==> src/rtl/cla_pkg.sv <==
// Shared definitions for the pipelined carry-lookahead add/sub/accumulate unit:
// operation encodings, lookahead group size and the overflow rule.
package cla_pkg;

  localparam int GRP = 4;

  typedef enum logic [1:0] {
    MODE_ADD = 2'b00,
    MODE_SUB = 2'b01,
    MODE_ACC = 2'b10,
    MODE_CLR = 2'b11
  } mode_e;

  // Two's-complement overflow: operands agree in sign but the result does not.
  function automatic logic signed_ovf(input logic x_msb, input logic y_msb,
                                      input logic sum_msb);
    return (x_msb == y_msb) && (sum_msb != x_msb);
  endfunction

endpackage

==> src/rtl/cla_group4.sv <==
// One 4-bit carry-lookahead slice: internal carries from bit p/g and the group
// carry-in, plus group generate/propagate for the next lookahead level.
module cla_group4
  import cla_pkg::*;
(
  input  logic [GRP-1:0] p,
  input  logic [GRP-1:0] g,
  input  logic           cin,
  output logic [GRP-1:0] s,
  output logic           grp_gen,
  output logic           grp_prop
);

  logic [GRP-1:0] c;

  assign c[0] = cin;
  assign c[1] = g[0] | (p[0] & cin);
  assign c[2] = g[1] | (p[1] & g[0]) | (p[1] & p[0] & cin);
  assign c[3] = g[2] | (p[2] & g[1]) | (p[2] & p[1] & g[0])
              | (p[2] & p[1] & p[0] & cin);

  assign s = p ^ c;

  assign grp_gen  = g[3] | (p[3] & g[2]) | (p[3] & p[2] & g[1])
                  | (p[3] & p[2] & p[1] & g[0]);
  assign grp_prop = &p;

endmodule

==> src/rtl/cla_pipe_addsub.sv <==
// Two-stage pipelined add/sub/accumulate unit with valid/ready handshakes on
// both sides and a two-level carry-lookahead adder between S1 and S2.
module cla_pipe_addsub
  import cla_pkg::*;
#(
  parameter int WIDTH = 16
) (
  input  logic             clk,
  input  logic             rst,
  input  logic             in_valid,
  output logic             in_ready,
  input  logic [WIDTH-1:0] a,
  input  logic [WIDTH-1:0] b,
  input  logic [1:0]       mode,
  output logic             out_valid,
  input  logic             out_ready,
  output logic [WIDTH-1:0] sum,
  output logic             cout,
  output logic             ovf
);

  localparam int NGRP = WIDTH / GRP;
  localparam int MSB  = WIDTH - 1;

  logic             s1_valid;
  logic [WIDTH-1:0] s1_a;
  logic [WIDTH-1:0] s1_b;
  mode_e            s1_mode;
  logic             s1_cin;

  logic [WIDTH-1:0] acc;

  logic             in_fire;
  logic             s2_load;

  logic [WIDTH-1:0] op_x;
  logic [WIDTH-1:0] op_y;
  logic [WIDTH-1:0] bit_p;
  logic [WIDTH-1:0] bit_g;
  logic [WIDTH-1:0] raw_sum;
  logic [NGRP-1:0]  grp_g;
  logic [NGRP-1:0]  grp_p;
  logic [NGRP:0]    grp_c;

  assign s2_load  = s1_valid && (!out_valid || out_ready);
  assign in_ready = !s1_valid || s2_load;
  assign in_fire  = in_valid && in_ready;

  // SUB is folded into an add here so S2 only ever sees x + y + cin.
  always_ff @(posedge clk) begin
    if (rst) begin
      s1_valid <= 1'b0;
      s1_a     <= '0;
      s1_b     <= '0;
      s1_mode  <= MODE_ADD;
      s1_cin   <= 1'b0;
    end else if (in_fire) begin
      s1_valid <= 1'b1;
      s1_a     <= a;
      s1_b     <= (mode_e'(mode) == MODE_SUB) ? ~b : b;
      s1_mode  <= mode_e'(mode);
      s1_cin   <= (mode_e'(mode) == MODE_SUB);
    end else if (s2_load) begin
      s1_valid <= 1'b0;
    end
  end

  // acc is read here, in S2, so an ACC right behind another sees its result.
  always_comb begin
    op_x = s1_a;
    op_y = s1_b;
    if (s1_mode == MODE_ACC) begin
      op_x = acc;
      op_y = s1_a;
    end
  end

  assign bit_p = op_x ^ op_y;
  assign bit_g = op_x & op_y;

  for (genvar gi = 0; gi < NGRP; gi++) begin : g_grp
    cla_group4 u_grp (
      .p        (bit_p[gi*GRP +: GRP]),
      .g        (bit_g[gi*GRP +: GRP]),
      .cin      (grp_c[gi]),
      .s        (raw_sum[gi*GRP +: GRP]),
      .grp_gen  (grp_g[gi]),
      .grp_prop (grp_p[gi])
    );
  end

  // Each group carry is a flat sum of products over lower-group G/P terms,
  // so no group waits on the carry produced by the group beneath it.
  always_comb begin
    logic term;
    term  = 1'b0;
    grp_c = '0;
    for (int j = 0; j <= NGRP; j++) begin
      term = s1_cin;
      for (int m = 0; m < j; m++) term = term & grp_p[m];
      grp_c[j] = term;
      for (int k = 0; k < j; k++) begin
        term = grp_g[k];
        for (int m = k + 1; m < j; m++) term = term & grp_p[m];
        grp_c[j] = grp_c[j] | term;
      end
    end
  end

  always_ff @(posedge clk) begin
    if (rst) begin
      out_valid <= 1'b0;
      sum       <= '0;
      cout      <= 1'b0;
      ovf       <= 1'b0;
      acc       <= '0;
    end else if (s2_load) begin
      out_valid <= 1'b1;
      if (s1_mode == MODE_CLR) begin
        sum  <= '0;
        cout <= 1'b0;
        ovf  <= 1'b0;
        acc  <= '0;
      end else begin
        sum  <= raw_sum;
        cout <= grp_c[NGRP];
        ovf  <= signed_ovf(op_x[MSB], op_y[MSB], raw_sum[MSB]);
        if (s1_mode == MODE_ACC) acc <= raw_sum;
      end
    end else if (out_ready) begin
      out_valid <= 1'b0;
    end
  end

endmodule

==> config.mk <==
export PLATFORM = sky130hd
export DESIGN_NAME = cla_pipe_addsub
export DESIGN_NICKNAME = d
export VERILOG_FILES = /design/src/rtl/cla_pkg.sv /design/src/rtl/cla_group4.sv /design/src/rtl/cla_pipe_addsub.sv
export SDC_FILE = /design/constraint.sdc
export NUM_CORES = 1
export LEC_CHECK = 0
export ABC_AREA = 1
export BUFFER_PORTS_ARGS = -buffer_cell sky130_fd_sc_hd__buf_2
export CAP_MARGIN = 30
export CORE_ASPECT_RATIO = 0.5
export CORE_MARGIN = 2
export CORE_UTILIZATION = 30
export CTS_BUF_LIST = sky130_fd_sc_hd__clkbuf_4 sky130_fd_sc_hd__clkbuf_8
export CTS_CLUSTER_SIZE = 8
export DETAILED_ROUTE_END_ITERATION = 10
export PLACE_DENSITY = 0.48
export SETUP_SLACK_MARGIN = 0.02
export SLEW_MARGIN = 20
export SYNTH_ARGS = -nofsm -noshare
export SYNTH_HDL_FRONTEND = slang
export SYNTH_SLANG_ARGS = --single-unit
==> constraint.sdc <==
create_clock -name clk -period 4.1 [get_ports clk]
set_input_delay 0.41 -clock clk [delete_from_list [all_inputs] [get_ports clk]]
set_output_delay 0.41 -clock clk [all_outputs]
set_load 0.005 [all_outputs]
==> flow_summary.yaml <==
cells_and_area:
  layout-drive-gt1-share: 0.199
  syn_to_final_growth_pct: 16.1
  n_antenna_cell: 0
  fillCellCount: 1423
  final_nets: 647
  final_area_um2: 4590
  final_core_util: 0.359
placed_design:
  place_congestion: 0.828
  place_area_um2: 4380
  port_buffers: 57
  place_hpwl_mm: 8.11
floorplan:
  die_w_um: 166
  die-area_um2: 14200
  core_um2: 12800
  num_rows: 29
  io_pins: 58
  start_util: 0.310
  die_y_um: 85.2
routing:
  drt_iter0_markers: 160
  routed_via_density: 4.63
  ant_nets: 0
  routedWlPerCell_um: 14.1
  vias: 3536
  drt-pass1-iter-count: 5
  drc_errors: 0
  wl_mm: 10.8
global_routing:
  antenna_found_initial: 0
  grt_use_total: 0.162
  grt_max_degree: 51
  grt_pass1_vias: 3233
  grt_pass1_wl_mm: 17.9
  overflow: 0
synth:
  avgSynthCellArea_um2: 7.31
  synthTopCellsByCount: "nor2_1, dfxtp_1, o21ai_0"
  synth.distinct_cells: 36
  syn_inst: 541
  syn_nets: 599
  yosys.area.top_type: "dfxtp_1"
  synthesis.area_um2: 3960
  synth_top_area_frac: 0.359
  synthArstFlopShare: 0
  synth_area_leaders: "dfxtp_1, o21ai_0, a21oi_1"
  synth.most_common_cell: "nor2_1"
  yosysWarnings: 0
  ys.flop_type: "dfxtp_1"
  yosysSeqAreaShare: 0.359
  synth-edff-count: 0
  synth_seq_cells: 71
clock_tree:
  clock_sinks: 71
  cts_htree_levels: 3
  cts_tree: "done"
  clock_latency_ps: 360
  clk_pin_slew_ps: 80
  cts_buffers: 9
  post-cts-setup-buffers: 0
  cts_max_path_buffers: 2
  cts_hold_buffers: 0
  cts_resized: 0
  clock-root-buffer: "clkbuf_8"
sta:
  fin_crit_ps: 3510
  finalMaxSlewViolations: 0
  finalSetupViolCount: 0
  rsz0062_at_grt: "false"
  skew_ps: 10.3
  max_freq_mhz: 285
  finalCritPeriodShare: 0.856
  finalSetupTns_ps: 0
  worstMarginPinSlew_ps: 728
  max_slew_margin: 0.515
  hold_viol: 0
power:
  ir_drop_uv: 146
  p_per_area_nw_per_um2: 389
  leakagePower_nw: 2.14
worst_setup_path:
  crit_type: "reg -> reg"
  required_ps: 4390
  arrival_ps: 3800
  startpoint_type: "register"
  crit_path_end_kind: "register"
  worst-path-max-fanout: 23
job:
  cap_violations: 0
outcome:
  outcome: "finished clean"
hold_path:
  hp-class: "in -> reg"
[flip-flops by register name, indices dropped and copies added (netlist names)]
signal     count
acc           16
cout           1
out_valid      1
ovf            1
s1_a          16
s1_b          16
s1_cin         1
s1_mode        2
s1_valid       1
sum           16
[metrics by stage]
stage	std cells	worst slack (ps)	hold WS (ps)	total power [mW]
6_report	764	591	300	1.79
5_1_grt	764	234	302	1.91
4_1_cts	764	593	278	1.81
3_5_place_dp	748	635	446	1.21
3_3_place_gp	747	695	436	1.21
2_1_floorplan	541	1170	425	1.09
[worst max-delay path, stage by stage, from the launching register on]
cell and delay, ps:
dfxtp_1 310, inv_1 120, or2_1 600, buf_4 360, a21oi_1 110, ha_1 390, inv_1 110, nor3b_2 240
nor2_2 70, nand4_4 120, inv_1 70, fa_1 430, nand2_1 80, nand2_1 50, nor2_1 130, o21ai_0 100
a21oi_1 130
[power by group]
group / leakage, nW / internal, mW / switching [mW] / total (mW)
Clock: 0.103 / 0.300 / 0.285 / 0.585
Sequential: 0.585 / 0.737 / 0.0248 / 0.762
Combinational: 1.46 / 0.159 / 0.279 / 0.438
[area by class of cell]
| type | instances | area, um^2 | share of cell area |
|---|---|---|---|
| Sequential cell | 71 | 1420 | 0.310 |
| Inverter | 59 | 221 | 0.0482 |
| Multi-Input combinational cell | 384 | 2180 | 0.476 |
| Clock inverter | 6 | 68.8 | 0.0150 |
| Clock buffer | 10 | 138 | 0.0300 |
| Tap cell | 170 | 213 | 0.0463 |
| Timing Repair Buffer | 64 | 345 | 0.0752 |
[cells by family (layout without fill, tap and decap cells)]
family,count (synthesis),count (layout),synth area share
muxes,6,6,0.0171
buffers and inverters,86,139,0.0886
adders and majority gates,20,20,0.0709
xor gates and xnor gates,16,16,0.0354
and+or+nand+nor,192,192,0.234
AOI/OAI and AO/OA,150,150,0.195
DFF,71,71,0.359
[metal layers]
| metal | vias up | track usage | share of wire |
|---|---|---|---|
| li1 | 1878 | - | - |
| met1 | 1563 | 0.272 | 0.61 |
| met2 | 83 | 0.186 | 0.33 |
| met3 | 12 | 0.0415 | 0.050 |
| met4 | 0 | 0.0494 | 0.015 |
| met5 | - | 0 | 0 |
[path summary, 6_finish.rpt]
kind / start / end / slack, ps / cells past startpoint
max: s1_mode[1] / acc[13] / 590 / 16
min: a[5] / s1_a[5] / 300 / 3
max reg2reg: s1_mode[1] / acc[13] / 590 / 16
min reg2reg: acc[1] / acc[1] / 450 / 2
[placed cells by master, fill, tap and decap left out, types with 2 or more instances in the layout]
cell,count
a211oi_1,4
a21oi_1,69
buf_2,57
buf_4,6
clkbuf_8,10
clkinv_4,2
dfxtp_1,71
fa_1,4
ha_1,16
inv_1,58
mux2_2,6
nand2_1,69
nand2_2,9
nand3_1,12
nand3_2,9
nand4_1,6
nor2_1,72
nor2_2,4
nor2_4,3
o21ai_0,70
o21ai_1,4
xnor2_1,4
xor2_1,12
Power figures use the tool's default switching activity.
